File: src/rtl/led_share_arbiter.sv
// led_share_arbiter: round-robin time-sliced sharing of one active-low RGB LED among four requesters; LED_SHARE_BLINK_EN enables per-owner blinking
module led_share_arbiter #(
  parameter int TICK_DIV    = 24_000,
  parameter int SLOT_TICKS  = 500,
  parameter int BLINK_TICKS = 125
) (
  input  logic        sys_clk,
  input  logic        sys_rst_n,
  input  logic [3:0]  req,
  input  logic [11:0] color,
  input  logic [3:0]  blink,
  output logic [3:0]  grant,
  output logic        busy,
  output logic [2:0]  led
);
  localparam int tw = $clog2(TICK_DIV);
  localparam int sw = SLOT_TICKS > 1 ? $clog2(SLOT_TICKS) : 1;
  localparam logic [tw-1:0] tick_max = tw'(TICK_DIV - 1);
  localparam logic [sw-1:0] slot_max = sw'(SLOT_TICKS - 1);
  typedef enum logic [1:0] {IDLE, ARB, HOLD} state_t;
  state_t state, state_n;
  logic [1:0] last, last_n, win, idx;
  logic found, tick, expire, leave;
  logic [tw-1:0] tick_cnt, tick_cnt_n;
  logic [sw-1:0] slot_cnt, slot_cnt_n;
  logic [2:0] col, col_n, led_n;
  logic [3:0] grant_n;
  always_comb begin
    found = 1'b0;
    win = last;
    idx = last;
    for (int k = 4; k >= 1; k--) begin
      idx = last + 2'(k);
      if (req[idx]) begin
        found = 1'b1;
        win = idx;
      end
    end
  end
  assign tick = tick_cnt == tick_max;
  assign expire = tick && slot_cnt == slot_max;
  assign leave = !req[last] || expire;
  always_comb begin
    state_n = state;
    last_n = last;
    col_n = col;
    grant_n = 4'b0000;
    tick_cnt_n = '0;
    slot_cnt_n = '0;
    if (state == IDLE) begin
      state_n = |req ? ARB : IDLE;
    end else if (state == ARB) begin
      state_n = found ? HOLD : IDLE;
      if (found) begin
        last_n = win;
        col_n = color[3*win +: 3];
        grant_n = 4'b0001 << win;
      end
    end else begin
      state_n = leave ? (|req ? ARB : IDLE) : HOLD;
      if (!leave) begin
        grant_n = grant;
        tick_cnt_n = tick ? '0 : tick_cnt + 1'b1;
        slot_cnt_n = tick ? slot_cnt + 1'b1 : slot_cnt;
      end
    end
  end
`ifdef LED_SHARE_BLINK_EN
  localparam int bw = BLINK_TICKS > 1 ? $clog2(BLINK_TICKS) : 1;
  localparam logic [bw-1:0] blink_max = bw'(BLINK_TICKS - 1);
  logic blk, blk_n, ph, ph_n;
  logic [bw-1:0] blink_cnt, blink_cnt_n;
  always_comb begin
    blk_n = blk;
    ph_n = ph;
    blink_cnt_n = blink_cnt;
    if (state == ARB) begin
      blk_n = blink[win];
      ph_n = 1'b0;
      blink_cnt_n = '0;
    end else if (state == HOLD && tick) begin
      ph_n = blink_cnt == blink_max ? !ph : ph;
      blink_cnt_n = blink_cnt == blink_max ? '0 : blink_cnt + 1'b1;
    end
  end
  always_ff @(posedge sys_clk) begin
    if (!sys_rst_n) begin
      blk <= 1'b0;
      ph <= 1'b0;
      blink_cnt <= '0;
    end else begin
      blk <= blk_n;
      ph <= ph_n;
      blink_cnt <= blink_cnt_n;
    end
  end
  assign led_n = |grant_n ? ((blk_n && ph_n) ? 3'b111 : col_n) : 3'b111;
`else
  logic unused_blink;
  assign unused_blink = ^blink;
  assign led_n = |grant_n ? col_n : 3'b111;
`endif
  always_ff @(posedge sys_clk) begin
    if (!sys_rst_n) begin
      state <= IDLE;
      last <= 2'd3;
      col <= 3'b111;
      tick_cnt <= '0;
      slot_cnt <= '0;
      grant <= 4'b0000;
      busy <= 1'b0;
      led <= 3'b111;
    end else begin
      state <= state_n;
      last <= last_n;
      col <= col_n;
      tick_cnt <= tick_cnt_n;
      slot_cnt <= slot_cnt_n;
      grant <= grant_n;
      busy <= state_n != IDLE;
      led <= led_n;
    end
  end
endmodule

File: config.mk
export PLATFORM = sky130hd
export DESIGN_NAME = led_share_arbiter
export DESIGN_NICKNAME = d
export VERILOG_FILES = /design/src/rtl/led_share_arbiter.sv
export SDC_FILE = /design/constraint.sdc
export NUM_CORES = 1
export LEC_CHECK = 0
export ABC_AREA = 1
export ABC_CLOCK_PERIOD_IN_PS = 2300
export CAP_MARGIN = 25
export CORE_MARGIN = 8
export CORE_UTILIZATION = 35
export CTS_BUF_LIST = sky130_fd_sc_hd__clkbuf_16
export CTS_CLUSTER_DIAMETER = 30
export DETAILED_ROUTE_END_ITERATION = 12
export GPL_TIMING_DRIVEN = 0
export HOLD_SLACK_MARGIN = 0.1
export PLACE_DENSITY = 0.66
export SYNTH_ARGS = -nofsm -noshare
export SYNTH_HDL_FRONTEND = slang
export SYNTH_SLANG_ARGS = --single-unit
File: constraint.sdc
create_clock -name sys_clk -period 2.3 [get_ports sys_clk]
set_clock_uncertainty 0.1 [all_clocks]
set_input_delay 0.23 -clock sys_clk [delete_from_list [all_inputs] [get_ports sys_clk]]
set_output_delay 0.23 -clock sys_clk [all_outputs]
set_load 0.01 [all_outputs]
== Word-level counts from Yosys, hierarchy flattened ==
Index checks and enable logic that the tools add are counted.

* Multiply operators: 1
* Order comparisons: 4
* Bitwise logic cells: 2
* Shift operators: 2
* Mux-type cells: 27
* Eq/ne operators: 3
* Reductions and logical operators: 11
* $add $sub $neg: 5

{| class="wikitable"
|+ Operators with widths
! cell !! number
|-
| two-way mux 4 bit || 4
|-
| adder 15 x 1 -> 15 bit, second input constant || 1
|-
| equality test 15 bit, second input constant || 1
|-
| two-way mux 2 bit || 7
|-
| < comparator 2 x 3 -> 1 bit, second input constant || 4
|-
| OR reduction 4 bit || 3
|-
| variable part select 12 x 5 -> 3 bit || 1
|-
| adder 9 x 1 -> 9 bit, second input constant || 1
|-
| equality test 9 bit, second input constant || 1
|-
| two-way mux 1 bit || 9
|-
| two-way mux 3 bit || 3
|-
| binary-select mux 1 bit (select 2 bit) || 4
|-
| OR reduction 5 bit || 1
|-
| adder 2 bit, second input constant || 2
|-
| multiplier 2 x 2 -> 4 bit, first input constant || 1
|-
| left shift 1 x 2 -> 4 bit, first input constant || 1
|-
| AND reduction 3 bit || 1
|-
| adder 2 x 1 -> 2 bit, second input constant || 1
|-
| equality test 2 x 1 -> 1 bit, second input constant || 1
|-
| zero test 2 bit || 1
|-
| NOT 1 bit || 2
|-
| AND reduction 2 bit || 1
|-
| nonzero test 2 bit || 1
|-
| logical AND 1 bit || 1
|-
| 2 further kinds || 2
|}

* Output and inout bits: 8
* Register bits after elaboration: 39

== Depth between registers and ports, before layout ==
Gate-level depths: netlist (run 1).

* Depth in word-level cells: 12
* Gate-level depth with buffers: 15
* Mapped depth without buffers: 15

== Least setup slack after synthesis (run 1) ==
Ideal clock, no wire load.

* Path type: flip-flop to flip-flop
* Start: register tick_cnt[0]
* End: register tick_cnt[9]
* Setup time: 114 ps
* Cell stages (with the launch flop): 10
* Slack: 506 ps
* Buffers on the path: 1
* Clock period less this slack: 1794 ps
* Arrival time: 1580 ps
* Cells stage by stage: dfxtp_1 > ha_1 > nand2_2 > nor2_4 > nand3_4 > nor2_8 > nand4_2 > nand4_1 > buf_4 > nor2_1

* Cells in the longest elaborated chain, start to end: 4
* Elaborated cells on any way between the ends: 5
* Those cells by class: add/sub (1); eq/ne (1); reduce/logical (3)

{| class="wikitable"
|+ Ends and longest elaborated chain
! item !! line !! RTL
|-
| start, declared || 24 || <nowiki>logic [tw-1:0] tick_cnt, tick_cnt_n;</nowiki>
|-
| start signal, assigned || 117 || <nowiki>tick_cnt <= tick_cnt_n;</nowiki>
|-
| parallel branches: the longest is 4 deep, another holds adder 15 x 1 -> 15 bit || -- ||
|}

Several ways; the timed one is not identified.
A chain may end at the register's enable or synchronous reset.

== Worst setup path after layout (run 1) ==
* Start: input req[3]
* End: register led[0]

* Cells in the longest elaborated chain, start to end: 11
* Elaborated cells on any way between the ends: 29
* Those cells by class: mul (1); shift (2); mux (22); reduce/logical (4)

{| class="wikitable"
|+ Ends and longest elaborated chain
! item !! line !! RTL
|-
| start, declared || 9 || <nowiki>input logic [3:0] req,</nowiki>
|-
| parallel branches: the longest is 11 deep, another holds multiplier 2 x 2 -> 4 bit || -- ||
|-
| end signal, assigned || 121 || <nowiki>led <= led_n;</nowiki>
|-
| end, declared || 14 || <nowiki>output logic [2:0] led</nowiki>
|}

Several ways; the timed one is not identified. The select of a mux whose other input is x is not followed.

==> flow_summary.toml, run 1 <==
[drt]
drc = 0
drt_iter0_drc = 111
first_pass_iters = 4
via_per_inst = 4.649
wire_per_inst_um = 10.54
ant_nets = 0
drt-total-wl_um = 4025
vias = 1776

[clock_network]
htreeDepth = 2
cts_hold_buf = 0
ctsResizeCount = 0
clk_path_buf_depth = 2
clkTransAtPathRegs_ns = 0.06
postCtsSetupRepairBufs = 0
clock_latency_ns = 0.28
clock-root-buffer = "clkbuf_16"
cts_tree = "done"
cts_inserted_buffers = 5
clkSinkCount = 39

[min_path]
hold_depth = 1
min_path_type = "reg2reg"
min-delay-start = "tick_cnt[0]"

[synth]
synthesis.nets = 301
synth_top_family_by_area = "simple AND/OR/NAND/NOR gates"
synthFlopType = "dfxtp_1"
synth-compound-area-share_pct = 7.890
yosys_warnings = 0
synthesis.area_sq_um = 1998
ys_seq_elements = 39
synthCells = 277
synthAdderAreaFrac_pct = 1.252
ys_seq_area_share_pct = 39.07
synthArstFlopShare_pct = 0
synth_xor_area_share_pct = 3.507
ys_types = 32
synth-simple-area-share_pct = 40.39
avgSynthCellArea_sq_um = 7.214
synth_edf_count = 0
synthMuxAreaShare_pct = 0

[placement]
hpwl_um = 3084
gp_congestion = 0.7838
numPortBuffers = 25
dp_cells = 374

[final_layout]
fin_util_pct = 45.44
antenna_cells = 0
area_delta_synth_final_pct = 25.23
drive_above_1_share_pct = 10.32
final_cells = 382
nets = 333

[floorplan]
ios = 30
die_area_sq_um = 8383
start_util_pct = 36.29
die_h_um = 91.56
core_area_sq_um = 5507
fp.dieW_um = 91.56
row_count = 27

[worst_setup_path]
critPathKind = "in2reg"
reg2reg_depth = 9
reg2reg_from = "tick_cnt[0]"
startpoint_type = "input port"
arrival_ns = 2.17
endpoint_kind = "register"
rrSetupSlack_ns = 0.20
cp.required_ns = 2.36
cp-startpoint = "req[3]"
crit_fanout = 8

[power]
power_frac_clock_pct = 38.8
vdd_drop_max_mv = 0.4253
power_frac_comb_pct = 23.6
p_int_mw = 1.393
leakagePower_nw = 1.025
power.switching_mw = 0.5612
p_sw_share_pct = 28.71
report.power.total_mw = 1.954
seq_power_share_pct = 37.6
power.density_nw_per_um2 = 781.0

[timing]
finalCriticalPeriod_ns = 2.115
fmax_mhz = 472.9
maxSlewHeadroom_pct = 65.02
setup_viol = 0
rsz0062_at_grt = "false"
fin_tns_setup_ns = 0
maxSlewViolCount = 0
holdWs_ns = 0.3613
tightest_slew_ns = 0.5227
fin_crit_sh_pct = 91.94
hold_viol = 0

[global_routing]
grt_pass1_vias = 1668
overflow = 0
grtUsageTotal_pct = 10.23
grt_pass1_wl_um = 7148
grt_max_degree = 13
antenna_found_initial = 0

[flow_run]
drv_cap = 0

[status]
status = "finished clean"
-- worst paths after layout --
path / endpoint
max: led[0]
min: tick_cnt[0]
max reg2reg: tick_cnt[9]
min reg2reg: tick_cnt[0]
-- cells in the final DEF, fill, tap and decap left out, types with 6 or more instances in the layout --
cell type        instances
a21oi_1                 18
clkdlybuf4s50_1         25
dfxtp_1                 39
inv_1                   32
nand2_1                 71
nand3_1                 29
nand4_1                 10
nor2_1                  22
o21ai_0                  8
xor2_1                   6
-- routing by layer --
layer	vias to the layer above	share of wire (%)	track usage, %
met1	774	47	12.15
met4	0	1.6	4.502
met2	27	46	15.85
met5	-	0	0
li1	968	-	-
met3	7	5.2	4.115
-- worst max-delay path: stages --
cell and delay [ns]:
clkdlybuf4s50_1 0.45, inv_1 0.07, nand4_1 0.12, inv_1 0.06, nor2_1 0.41, inv_1 0.24
nor2_1 0.19, nand2_1 0.09, nand2_1 0.07, nor2_1 0.05, nand2_1 0.10, nand3_1 0.09
-- kinds of logic after synthesis --
kind of cell | count (synthesis)
AOI/OAI and AO/OA | 30
xor gates and xnor gates | 8
adders and majority gates | 2
buffers and inverters | 39
DFF | 39
and+or+nand+nor | 159
-- cell usage after synthesis, drive strengths merged (4+ instances only) --
library cell / n / area, sq um
a21oi: 19 / 98.85
nor3b: 4 / 41.29
xor2: 6 / 52.55
nand2: 76 / 307.8
inv: 36 / 135.1
dfxtp: 39 / 780.8
nor2: 27 / 137.6
nand4: 11 / 75.07
nand3: 33 / 192.7
o21ai: 8 / 40.04
-- cell type report --
| class | instances | area [sq um] |
|---|---|---|
| Sequential cell | 39 | 780.7 |
| Tap cell | 72 | 90.09 |
| Clock inverter | 3 | 38.79 |
| Multi-Input combinational cell | 199 | 1060 |
| Timing Repair Buffer | 25 | 250.2 |
| Buffer | 2 | 18.77 |
| Inverter | 37 | 138.9 |
| Fill cell | 558 | 3004 |
| Clock buffer | 5 | 125.1 |
-- per-stage QoR --
stage          instance area [sq um]  setup WS (ns)
4_1_cts                         2502         0.1775
5_1_grt                         2502        0.03852
3_3_place_gp                    2338       -0.07537
3_5_place_dp                    2338       -0.08174
2_1_floorplan                   1998         0.5059
6_report                        2502         0.1855
-- sequential cells by signal, summed over array words and instances, names as in the netlist --
| signal | flops |
|---|---|
| busy | 1 |
| col | 3 |
| grant | 4 |
| last | 2 |
| led | 3 |
| slot_cnt | 9 |
| state | 2 |
| tick_cnt | 15 |
-- power groups by stage --
stage	registers, mW	clock network (mW)	logic [mW]
floorplan	0.753	0	0.322
global placement	0.749	0	0.460
detailed placement	0.749	0	0.461
CTS	0.735	0.784	0.464
global route	0.739	0.813	0.520
finish	0.735	0.759	0.461
Power figures use the tool's default switching activity.
==> run 2, diff against run 1 <==
Settings changed: GPL_ROUTABILITY_DRIVEN from default to 0.
==> results of run 2 <==
The final DEF is identical to that of run 1; final timing and power are the same.
